$ cat src/rtl/serial_adder_pkg.sv
// -----------------------------------------------------------------------------
// serial_adder_pkg
// Shared definitions for the bit-serial adder/subtractor:
//   - FSM state encoding (IDLE, RUN, DONE) as 2-bit constants
//   - bit-counter width helper, clog2(WIDTH) with a floor of one bit
// -----------------------------------------------------------------------------
package serial_adder_pkg;

  localparam int unsigned STATE_W = 2;

  localparam logic [STATE_W-1:0] ST_IDLE = 2'd0;
  localparam logic [STATE_W-1:0] ST_RUN  = 2'd1;
  localparam logic [STATE_W-1:0] ST_DONE = 2'd2;

  // Counter only has to reach WIDTH-1, so clog2(WIDTH) bits are enough.
  function automatic int unsigned cnt_width(input int unsigned width);
    return (width < 2) ? 1 : $clog2(width);
  endfunction

endpackage

$ cat src/rtl/serial_adder_if.sv
// -----------------------------------------------------------------------------
// serial_adder_if
// Request/result bundle for the bit-serial adder.
//   start, sub, a, b, cin : request side, driven by the master
//   busy, done, sum, cout : status/result side, driven by the adder (slave)
// -----------------------------------------------------------------------------
interface serial_adder_if #(
  parameter int unsigned WIDTH = 8
);

  logic             start;
  logic             sub;
  logic [WIDTH-1:0] a;
  logic [WIDTH-1:0] b;
  logic             cin;
  logic             busy;
  logic             done;
  logic [WIDTH-1:0] sum;
  logic             cout;

  modport master (
    output start, sub, a, b, cin,
    input  busy, done, sum, cout
  );

  modport slave (
    input  start, sub, a, b, cin,
    output busy, done, sum, cout
  );

endinterface

$ cat src/rtl/serial_adder_fa_bit.sv
// -----------------------------------------------------------------------------
// fa_bit
// Purely combinational one-bit full adder.
//   a, b, ci : addend bits and carry-in
//   s        : sum bit
//   co       : carry-out (majority of the three inputs)
// -----------------------------------------------------------------------------
module fa_bit (
  input  logic a,
  input  logic b,
  input  logic ci,
  output logic s,
  output logic co
);

  assign s  = a ^ b ^ ci;
  assign co = (a & b) | (a & ci) | (b & ci);

endmodule

$ cat src/rtl/serial_adder.sv
// -----------------------------------------------------------------------------
// serial_adder
// Bit-serial WIDTH-bit adder/subtractor. Operands load in parallel on start,
// are consumed LSB-first through one full-adder cell and a carry flop, and the
// result is presented in parallel with a one-cycle done pulse.
//   clk  : rising-edge clock
//   rst  : asynchronous active-high reset
//   bus  : serial_adder_if slave modport
//          start/sub/a/b/cin sampled in IDLE or DONE only
//          busy high during the WIDTH processing cycles
//          done one-cycle pulse, sum/cout registered and updated on completion
// -----------------------------------------------------------------------------
module serial_adder
  import serial_adder_pkg::*;
#(
  parameter int unsigned WIDTH = 8
) (
  input  logic          clk,
  input  logic          rst,
  serial_adder_if.slave bus
);

  localparam int unsigned CNT_W = cnt_width(WIDTH);
  localparam logic [CNT_W-1:0] CNT_LAST = CNT_W'(WIDTH - 1);

  logic [STATE_W-1:0] state_q, state_d;
  logic [WIDTH-1:0]   opa_q, opa_d;
  logic [WIDTH-1:0]   opb_q, opb_d;
  logic [WIDTH-1:0]   res_q, res_d;
  logic [WIDTH-1:0]   sum_q, sum_d;
  logic [CNT_W-1:0]   cnt_q, cnt_d;
  logic               carry_q, carry_d;
  logic               cout_q, cout_d;
  logic               busy_q, busy_d;
  logic               done_q, done_d;

  logic               s_bit;
  logic               c_bit;

  // Single shared full-adder cell working on the current LSBs.
  fa_bit u_fa (
    .a  (opa_q[0]),
    .b  (opb_q[0]),
    .ci (carry_q),
    .s  (s_bit),
    .co (c_bit)
  );

  // State and datapath registers.
  always_ff @(posedge clk or posedge rst) begin
    if (rst) begin
      state_q <= ST_IDLE;
      opa_q   <= '0;
      opb_q   <= '0;
      res_q   <= '0;
      sum_q   <= '0;
      cnt_q   <= '0;
      carry_q <= 1'b0;
      cout_q  <= 1'b0;
      busy_q  <= 1'b0;
      done_q  <= 1'b0;
    end else begin
      state_q <= state_d;
      opa_q   <= opa_d;
      opb_q   <= opb_d;
      res_q   <= res_d;
      sum_q   <= sum_d;
      cnt_q   <= cnt_d;
      carry_q <= carry_d;
      cout_q  <= cout_d;
      busy_q  <= busy_d;
      done_q  <= done_d;
    end
  end

  // Next-state and next-output logic.
  always_comb begin
    state_d = state_q;
    opa_d   = opa_q;
    opb_d   = opb_q;
    res_d   = res_q;
    sum_d   = sum_q;
    cnt_d   = cnt_q;
    carry_d = carry_q;
    cout_d  = cout_q;
    busy_d  = busy_q;
    done_d  = 1'b0;

    case (state_q)
      ST_RUN: begin
        // start is deliberately not looked at here.
        opa_d   = {1'b0, opa_q[WIDTH-1:1]};
        opb_d   = {1'b0, opb_q[WIDTH-1:1]};
        res_d   = {s_bit, res_q[WIDTH-1:1]};
        carry_d = c_bit;
        cnt_d   = cnt_q + CNT_W'(1);
        if (cnt_q == CNT_LAST) begin
          sum_d   = {s_bit, res_q[WIDTH-1:1]};
          cout_d  = c_bit;
          busy_d  = 1'b0;
          done_d  = 1'b1;
          state_d = ST_DONE;
        end
      end

      // IDLE, DONE and any unused encoding accept a new request.
      default: begin
        busy_d  = 1'b0;
        state_d = ST_IDLE;
        if (bus.start) begin
          // Subtraction is a + ~b + 1: invert b and force the carry-in.
          opa_d   = bus.a;
          opb_d   = bus.sub ? ~bus.b : bus.b;
          carry_d = bus.sub | bus.cin;
          cnt_d   = '0;
          busy_d  = 1'b1;
          state_d = ST_RUN;
        end
      end
    endcase
  end

  assign bus.busy = busy_q;
  assign bus.done = done_q;
  assign bus.sum  = sum_q;
  assign bus.cout = cout_q;

endmodule

$ cat src/flat_wrapper.sv
// flat-port wrapper written by rule: the top's interface ports become plain ports
module serial_adder_flat import serial_adder_pkg::*;
#(
  parameter int unsigned WIDTH = 8
)
  (clk, rst, bus_start, bus_sub, bus_a, bus_b, bus_cin, bus_busy, bus_done, bus_sum, bus_cout);
  serial_adder_if #(.WIDTH(WIDTH)) bus_i ();
  input  logic clk;
  input  logic rst;
  input wire logic [$bits(bus_i.start)-1:0] bus_start;
  input wire logic [$bits(bus_i.sub)-1:0] bus_sub;
  input wire logic [$bits(bus_i.a)-1:0] bus_a;
  input wire logic [$bits(bus_i.b)-1:0] bus_b;
  input wire logic [$bits(bus_i.cin)-1:0] bus_cin;
  output wire logic [$bits(bus_i.busy)-1:0] bus_busy;
  output wire logic [$bits(bus_i.done)-1:0] bus_done;
  output wire logic [$bits(bus_i.sum)-1:0] bus_sum;
  output wire logic [$bits(bus_i.cout)-1:0] bus_cout;
  assign bus_i.start = bus_start;
  assign bus_i.sub = bus_sub;
  assign bus_i.a = bus_a;
  assign bus_i.b = bus_b;
  assign bus_i.cin = bus_cin;
  assign bus_busy = bus_i.busy;
  assign bus_done = bus_i.done;
  assign bus_sum = bus_i.sum;
  assign bus_cout = bus_i.cout;
  serial_adder #(.WIDTH(WIDTH)) u_core (.clk(clk), .rst(rst), .bus(bus_i));
endmodule
$ cat config.mk
export PLATFORM = sky130hd
export DESIGN_NAME = serial_adder_flat
export DESIGN_NICKNAME = d
export VERILOG_FILES = /design/src/rtl/serial_adder_pkg.sv /design/src/rtl/serial_adder_if.sv /design/src/rtl/serial_adder_fa_bit.sv /design/src/rtl/serial_adder.sv /design/src/flat_wrapper.sv
export SDC_FILE = /design/constraint.sdc
export NUM_CORES = 1
export LEC_CHECK = 0
export CAP_MARGIN = 20
export CORE_ASPECT_RATIO = 0.9
export CORE_MARGIN = 2
export CORE_UTILIZATION = 40
export CTS_CLUSTER_DIAMETER = 100
export DETAILED_ROUTE_END_ITERATION = 10
export PLACE_DENSITY = 0.69
export SYNTH_ARGS = -nofsm -noshare
export SYNTH_HDL_FRONTEND = slang
export SYNTH_SLANG_ARGS = --single-unit
$ cat constraint.sdc
create_clock -name clk -period 4.38 [get_ports clk]
set_clock_uncertainty 0.1 [all_clocks]
set_input_delay 1.095 -clock clk [delete_from_list [all_inputs] [get_ports clk]]
set_output_delay 1.095 -clock clk [all_outputs]
set_load 0.02 [all_outputs]
==> results of run 1 <==
[final cells by class]
class	instances	area [sq um]	share of cell area
clock inverters	2	35.03	0.01563
multi-input cells	88	733.2	0.3272
repair buffers	32	317.8	0.1418
clock buffers	6	82.58	0.03685
inverters	3	18.77	0.008375
flip-flops and latches	39	975.9	0.4355
well taps	62	77.57	0.03462
[where the power goes]
part	total (mW)	switching (mW)	internal, mW
combinational	0.602	0.276	0.326
sequential	0.617	0.0938	0.523
clock	0.310	0.126	0.184
[worst max-delay path by stage]
| stage | startpoint | end | slack [ps] | depth (start not counted) |
|---|---|---|---|---|
| 3_5_place_dp | bus_start | u_core.cnt_q[0]$_DFFE_PP0P_ | 1420 | 3 |
| 5_1_grt | bus_start | u_core.cnt_q[0]$_DFFE_PP0P_ | 1650 | 3 |
| 3_3_place_gp | bus_start | u_core.cnt_q[0]$_DFFE_PP0P_ | 1440 | 3 |
| 2_1_floorplan | rst | u_core.bus.cout$_DFFE_PP0P_ | 2300 | 1 |
| 6_report | bus_start | u_core.opb_q[3]$_DFFE_PP0P_ | 1750 | 3 |
| 4_1_cts | bus_start | u_core.opb_q[3]$_DFFE_PP0P_ | 1730 | 3 |
[state kept, by name (all words and copies together), names as in the netlist]
name             count
u_core.bus.cout      1
u_core.res_q         7
u_core.cnt_q         3
u_core.carry_q       1
u_core.bus.sum       8
u_core.bus.done      1
u_core.opa_q         8
u_core.opb_q         8
u_core.state_q       2
[worst min-delay path: cells and delay by family, from the launching register on]
kind,cells,cell delay [ps]
flip-flops,1,340
AO/OA/AOI/OAI,1,60
AND/OR/NAND/NOR,1,40
[cell usage after synthesis]
library cell               count
sky130_fd_sc_hd__buf_2         2
sky130_fd_sc_hd__inv_1         2
sky130_fd_sc_hd__xor2_1        7
sky130_fd_sc_hd__a211oi_1      2
sky130_fd_sc_hd__buf_4         3
sky130_fd_sc_hd__buf_6         2
sky130_fd_sc_hd__mux2i_1      15
sky130_fd_sc_hd__dfrtp_1      39
sky130_fd_sc_hd__a21o_1        1
sky130_fd_sc_hd__mux2_2        5
sky130_fd_sc_hd__o21ai_0      16
sky130_fd_sc_hd__clkbuf_2      1
sky130_fd_sc_hd__nor2_1        6
sky130_fd_sc_hd__nor2b_4       1
sky130_fd_sc_hd__fa_1          1
sky130_fd_sc_hd__mux2_4       12
sky130_fd_sc_hd__nand2_1      16
sky130_fd_sc_hd__xnor2_1       1
sky130_fd_sc_hd__inv_8         1
sky130_fd_sc_hd__nand2_8       1
sky130_fd_sc_hd__nand2b_1      2
sky130_fd_sc_hd__ha_1          2
[per-layer routing]
metal	track usage	wire length, um
met4	0.04688	44
met2	0.2024	1257
met3	0.05821	196
met5	0	0
met1	0.1781	1340
[cells by family after synthesis]
group | share of synthesized area
and+or+nand+nor | 0.07208
xor gates and xnor gates | 0.03919
adders and majority gates | 0.02519
buffers and inverters | 0.04408
AOI/OAI and AO/OA | 0.05738
DFF | 0.5458
muxes | 0.2162
[stage by stage]
step | util | area (sq um) | total power, mW
CTS | 0.5123 | 2241 | 1.551
detailed placement | 0.4854 | 2123 | 1.236
global route | 0.5123 | 2241 | 1.648
finish | 0.5123 | 2241 | 1.529
global placement | 0.4854 | 2123 | 1.210
floorplan | - | 1788 | 1.079
==> metrics.log, run 1 <==
[metrics] run status: complete, no violations
[metrics] combined global-route utilization of all metal layers: 0.1360
[metrics] Site Rows: 23
[metrics] hold-fix buffer count after cts: 0
[metrics] vertical extent of the die: around 67 um
[metrics] post-synthesis cell type count: 22
[metrics] power per cell area: 682.3 nW/um^2
[metrics] number of H-tree levels: 2
[metrics] cell area after technology mapping: 1788 sq um
[metrics] class of the worst hold path: register to register
[metrics] post-CTS repair timing setup buffer count: 0
[metrics] sequential area share after synthesis: 0.5458
[metrics] final worst hold slack: approximately 380 ps
[metrics] Final Hold Viols: 0
[metrics] Leakage Power: around 1.1 nW
[metrics] antenna cell count: 0
[metrics] count of buffering cells on the critical path with inverters included: 1
[metrics] Final Slew Violations: 0
[metrics] most common library cell in the layout ignoring fill and taps: sky130_fd_sc_hd__dfrtp_1
[metrics] Reg-to-Reg Start: u_core.state_q[1]$_DFFE_PP0P_
[metrics] startpoint of the tightest hold check path: u_core.opa_q[2]$_DFFE_PP0P_
[metrics] Post-Synthesis Mean Instance Area: between 10 and 15 sq um
[metrics] cell type with the largest total area after synthesis: sky130_fd_sc_hd__dfrtp_1
[metrics] total I/O pin count: 32
[metrics] number of max-cap violations: 0
[metrics] via count normalized by instance count: 4.612
[metrics] cell at the slowest stage of the critical path: sky130_fd_sc_hd__clkdlybuf4s50_1
[metrics] DRT iter0 DRCs: 45
[metrics] synth top area cells: sky130_fd_sc_hd__dfrtp_1 (55%), sky130_fd_sc_hd__mux2_4 (10%), sky130_fd_sc_hd__mux2i_1 (8.4%)
[metrics] Hold Path Sink: u_core.opa_q[1]$_DFFE_PP0P_
[metrics] area of the die: 5021 sq um
[metrics] slew at the pin closest to its max-slew limit: roughly 1100 ps
[metrics] Final Wtd Congestion: between 0.7 and 0.8
[metrics] Floorplan Core Area: around 4400 sq um
[metrics] first-pass detailed-route iteration total: 4
[metrics] latest clock arrival within the worst-skew pair: 290 ps
[metrics] placed wire-length estimate: between 1500 and 2000 um
[metrics] R2R cell count: 4
[metrics] post-synthesis net count: about 160
[metrics] clock transition at the registers of the reported paths: 70 ps
[metrics] placed cell count: 224
[metrics] Port Buffers: 31
[metrics] Post-Place Worst Slack: roughly 1400 ps
[metrics] CP startpoint kind: primary input
[metrics] post-layout instance count excluding filler cells: approximately 230
[metrics] Sink Count: 39
[metrics] first-pass GRT wire length: about 5000 um
[metrics] Relative slew margins: 0.2964
[metrics] fill cell total of the finished layout: 402
[metrics] maximum operating frequency: between 300 and 400 MHz
[metrics] highest-count cells in the layout ignoring fill and taps: sky130_fd_sc_hd__dfrtp_1 (39), sky130_fd_sc_hd__clkdlybuf4s50_1 (31), sky130_fd_sc_hd__nand2_1 (16), sky130_fd_sc_hd__o21ai_0 (16), sky130_fd_sc_hd__mux2i_1 (15)
[metrics] post-route clock period utilization: 0.6002
[metrics] quantity of gates resized following cts: 0
[metrics] share of the synthesized area in the top cell type: 0.5458
[metrics] Root Buffer Master: sky130_fd_sc_hd__clkbuf_8
[metrics] Critical Path AT: roughly 2700 ps
[metrics] setup slack of the most critical reg-to-reg path: 2420 ps
[metrics] cell count after synthesis: approximately 140
[metrics] total via count after detailed routing: between 1,000 and 1,500
[metrics] final worst setup slack: between 1500 and 2000 ps
[metrics] clock period minus final worst setup slack: between 2000 and 3000 ps
[metrics] total of warnings raised by yosys: 0
[metrics] Required @ worst endpoint: about 4400 ps
[metrics] CP delay by family, top: buffers and inverters
[metrics] Sum Neg Setup Slack: 0 ps
[metrics] clock buffer depth: 2
[metrics] number of global-route vias before repair: 1,054
[metrics] initial cell density of the core: 0.4088
[metrics] cells along the critical path: clkdlybuf4s50_1 -> mux2i_1 -> o21ai_0
[metrics] total gr overflow: 0
[metrics] #FFs+latches synth: 39
[metrics] detailed-route DRC error count: 0
[metrics] average routed wire per standard cell: 12.23 um
[metrics] CTS tree: done
[metrics] post-detailed-routing wire length: 2838 um
[metrics] number of cells on the worst hold path: 2
[metrics] endpoint kind of the worst setup timing path: register
[metrics] number of antenna violations at the first check in global routing: 0
[metrics] maximum number of pins on one net before global-route repair: 47
[metrics] largest fanout on the critical path: 22
[metrics] critical path start-end classification: primary input to register
[metrics] reg2reg end: u_core.bus.sum[5]$_DFFE_PP0P_
[metrics] layout cells sized above 1: 0.1706
[metrics] Area growth syn-to-layout: 25.33%
[metrics] worst voltage drop across the vdd grid: between 0.3 and 0.4 mV
[metrics] unrepaired setup endpoints after global routing: false
[metrics] chip width: between 70 and 80 um
[metrics] delay of the slowest cell on the worst path: roughly 1200 ps
[metrics] number of CTS-inserted buffers: 5
[metrics] ANT nets after route: 0
[metrics] number of failing setup endpoints in the final timing report: 0
[metrics] layout net count: 193
(Power assumes the default switching activity.)
==> run 2: changes to the inputs <==
- clock period: 4.38 -> 2.7 ns (I/O delays scaled with it)
==> run 2 against run 1 <==
Compared with the run above: hold slack gained 10 ps; critical path depth is 2 lower; setup slack got worse by 1100 ps; sequential cell count did not move; global-route usage down 0.10 points; power rose by 59%; core utilization rose by 0.40 points; routed wire length shrank 1.2%; largest power group is now combinational cells.
==> metrics.log, run 2 (synthesized netlist as in run 1, its figures left out) <==
[metrics] post-route clock period utilization: 0.7505
[metrics] total gr overflow: 0 (unchanged)
[metrics] cell at the slowest stage of the critical path: sky130_fd_sc_hd__clkdlybuf4s50_1
[metrics] Leakage Power: 1.063 nW (+0.81%)
[metrics] post-CTS repair timing setup buffer count: 0 (unchanged)
[metrics] quantity of gates resized following cts: 0 (unchanged)
[metrics] Floorplan Core Area: 4374 sq um (unchanged)
[metrics] vertical extent of the die: 67.43 um (unchanged)
[metrics] antenna cell count: 0 (unchanged)
[metrics] ANT nets after route: 0 (unchanged)
[metrics] post-detailed-routing wire length: 2805 um (-1.2%)
[metrics] maximum number of pins on one net before global-route repair: 40 (-15%)
[metrics] layout net count: 196 (+1.6%)
[metrics] highest-count cells in the layout ignoring fill and taps: sky130_fd_sc_hd__dfrtp_1 (39), sky130_fd_sc_hd__clkdlybuf4s50_1 (31), sky130_fd_sc_hd__nand2_1 (16), sky130_fd_sc_hd__o21ai_0 (16), sky130_fd_sc_hd__mux2i_1 (15)
[metrics] DRT iter0 DRCs: 37 (-18%)
[metrics] detailed-route DRC error count: 0 (unchanged)
[metrics] total via count after detailed routing: 1,095 (+2.3%)
[metrics] via count normalized by instance count: 4.660 (+1.0%)
[metrics] Port Buffers: 31 (unchanged)
[metrics] Critical Path AT: 1250 ps (-1410 ps)
[metrics] critical path start-end classification: register to output pin
[metrics] fin util: 0.5163 (+0.004004)
[metrics] Area growth syn-to-layout: 26.31%
[metrics] chip width: 74.48 um (unchanged)
[metrics] latest clock arrival within the worst-skew pair: 280 ps (about the same)
[metrics] area of the die: 5021 sq um (unchanged)
[metrics] clock buffer depth: 2 (unchanged)
[metrics] Final Wtd Congestion: 0.7543 (+4.2%)
[metrics] number of antenna violations at the first check in global routing: 0 (unchanged)
[metrics] layout cells sized above 1: 0.1792 (+0.008603)
[metrics] placed wire-length estimate: 2071 um (+4.5%)
[metrics] unrepaired setup endpoints after global routing: false
[metrics] first-pass detailed-route iteration total: 4 (unchanged)
[metrics] Sink Count: 39 (unchanged)
[metrics] endpoint kind of the worst setup timing path: output pin
[metrics] Sum Neg Setup Slack: 0 ps (unchanged)
[metrics] number of H-tree levels: 2 (unchanged)
[metrics] maximum operating frequency: 493.5 MHz
[metrics] CP startpoint kind: register
[metrics] class of the worst hold path: register to register
[metrics] delay of the slowest cell on the worst path: 610 ps (-550 ps)
[metrics] Root Buffer Master: sky130_fd_sc_hd__clkbuf_8
[metrics] total I/O pin count: 32 (unchanged)
[metrics] average routed wire per standard cell: 11.94 um (-2.4%)
[metrics] run status: complete, no violations
[metrics] fill cell total of the finished layout: 405 (+0.75%)
[metrics] CTS tree: done
[metrics] number of global-route vias before repair: 1,158 (+9.9%)
[metrics] Relative slew margins: 0.6848 (+0.3884)
[metrics] Required @ worst endpoint: 1920 ps (-2490 ps)
[metrics] slew at the pin closest to its max-slew limit: 472.8 ps (-579.3 ps)
[metrics] worst voltage drop across the vdd grid: 0.3323 mV (+8.0%)
[metrics] sequential cell area: 975.9 sq um (unchanged)
[metrics] largest fanout on the critical path: 2 (-91%)
[metrics] combined global-route utilization of all metal layers: 0.1350 (-0.001009)
[metrics] number of max-cap violations: 0 (unchanged)
[metrics] number of failing setup endpoints in the final timing report: 0 (unchanged)
[metrics] CP delay by family, top: buffers and inverters
[metrics] count of buffering cells on the critical path with inverters included: 1 (unchanged)
[metrics] cells along the critical path: clkdlybuf4s50_1
[metrics] Final Hold Viols: 0 (unchanged)
[metrics] power per cell area: 1077 nW/um^2 (+58%)
[metrics] Site Rows: 23 (unchanged)
[metrics] total area of multi-input combinational cells: 733.2 sq um (unchanged)
[metrics] Final Slew Violations: 0 (unchanged)
[metrics] number of CTS-inserted buffers: 5 (unchanged)
[metrics] clock transition at the registers of the reported paths: 70 ps (about the same)
[metrics] initial cell density of the core: 0.4088 (unchanged)
[metrics] most common library cell in the layout ignoring fill and taps: sky130_fd_sc_hd__dfrtp_1
[metrics] hold-fix buffer count after cts: 0 (unchanged)
[metrics] clock period minus final worst setup slack: 2026 ps
[metrics] first-pass GRT wire length: 5085 um (+1.9%)
[metrics] final worst hold slack: 388.5 ps (+10.01 ps)
run 2: final timing paths:
kind / start / to / cells after the start / slack [ps]
min in group asynchronous: rst / u_core.bus.sum[5]$_DFFE_PP0P_ / 3 / 700
setup / recovery: u_core.bus.cout$_DFFE_PP0P_ / bus_cout / 1 / 670
max in group asynchronous: rst / u_core.opa_q[0]$_DFFE_PP0P_ / 3 / 1470
setup reg to reg: u_core.state_q[1]$_DFFE_PP0P_ / u_core.cnt_q[0]$_DFFE_PP0P_ / 4 / 1130
hold / removal: u_core.opa_q[3]$_DFFE_PP0P_ / u_core.opa_q[2]$_DFFE_PP0P_ / 2 / 390
hold reg to reg: u_core.opa_q[3]$_DFFE_PP0P_ / u_core.opa_q[2]$_DFFE_PP0P_ / 2 / 390
run 2: area by class of cell:
| type | count | area share |
|---|---|---|
| Clock buffer | 8 | 0.04432 |
| Inverter | 3 | 0.008310 |
| Multi-Input combinational cell | 88 | 0.3247 |
| Sequential cell | 39 | 0.4321 |
| Tap cell | 62 | 0.03435 |
| Timing Repair Buffer | 35 | 0.1562 |
run 2: layer usage:
metal	GRT usage	part of all wire	vias to the layer above
li1	-	-	531
met1	0.1705	0.44	516
met2	0.2146	0.48	38
met3	0.04179	0.062	10
met4	0.05804	0.019	0
met5	0	0	-
run 2: metrics by stage:
step | worst slack, ps | instance area, sq um | cells | total power, mW
6_report | 673.8 | 2258 | 235 | 2.433
5_1_grt | 604.7 | 2258 | 235 | 2.627
4_1_cts | 659.2 | 2258 | 235 | 2.477
3_5_place_dp | 521.7 | 2158 | 227 | 2.048
3_3_place_gp | 539.7 | 2158 | 227 | 1.996
2_1_floorplan | 1036 | 1788 | 138 | 1.750
run 2: where the power goes:
group,internal (mW),switching (mW)
Combinational,0.555,0.461
Clock,0.233,0.180
Sequential,0.850,0.154
Total,1.64,0.795
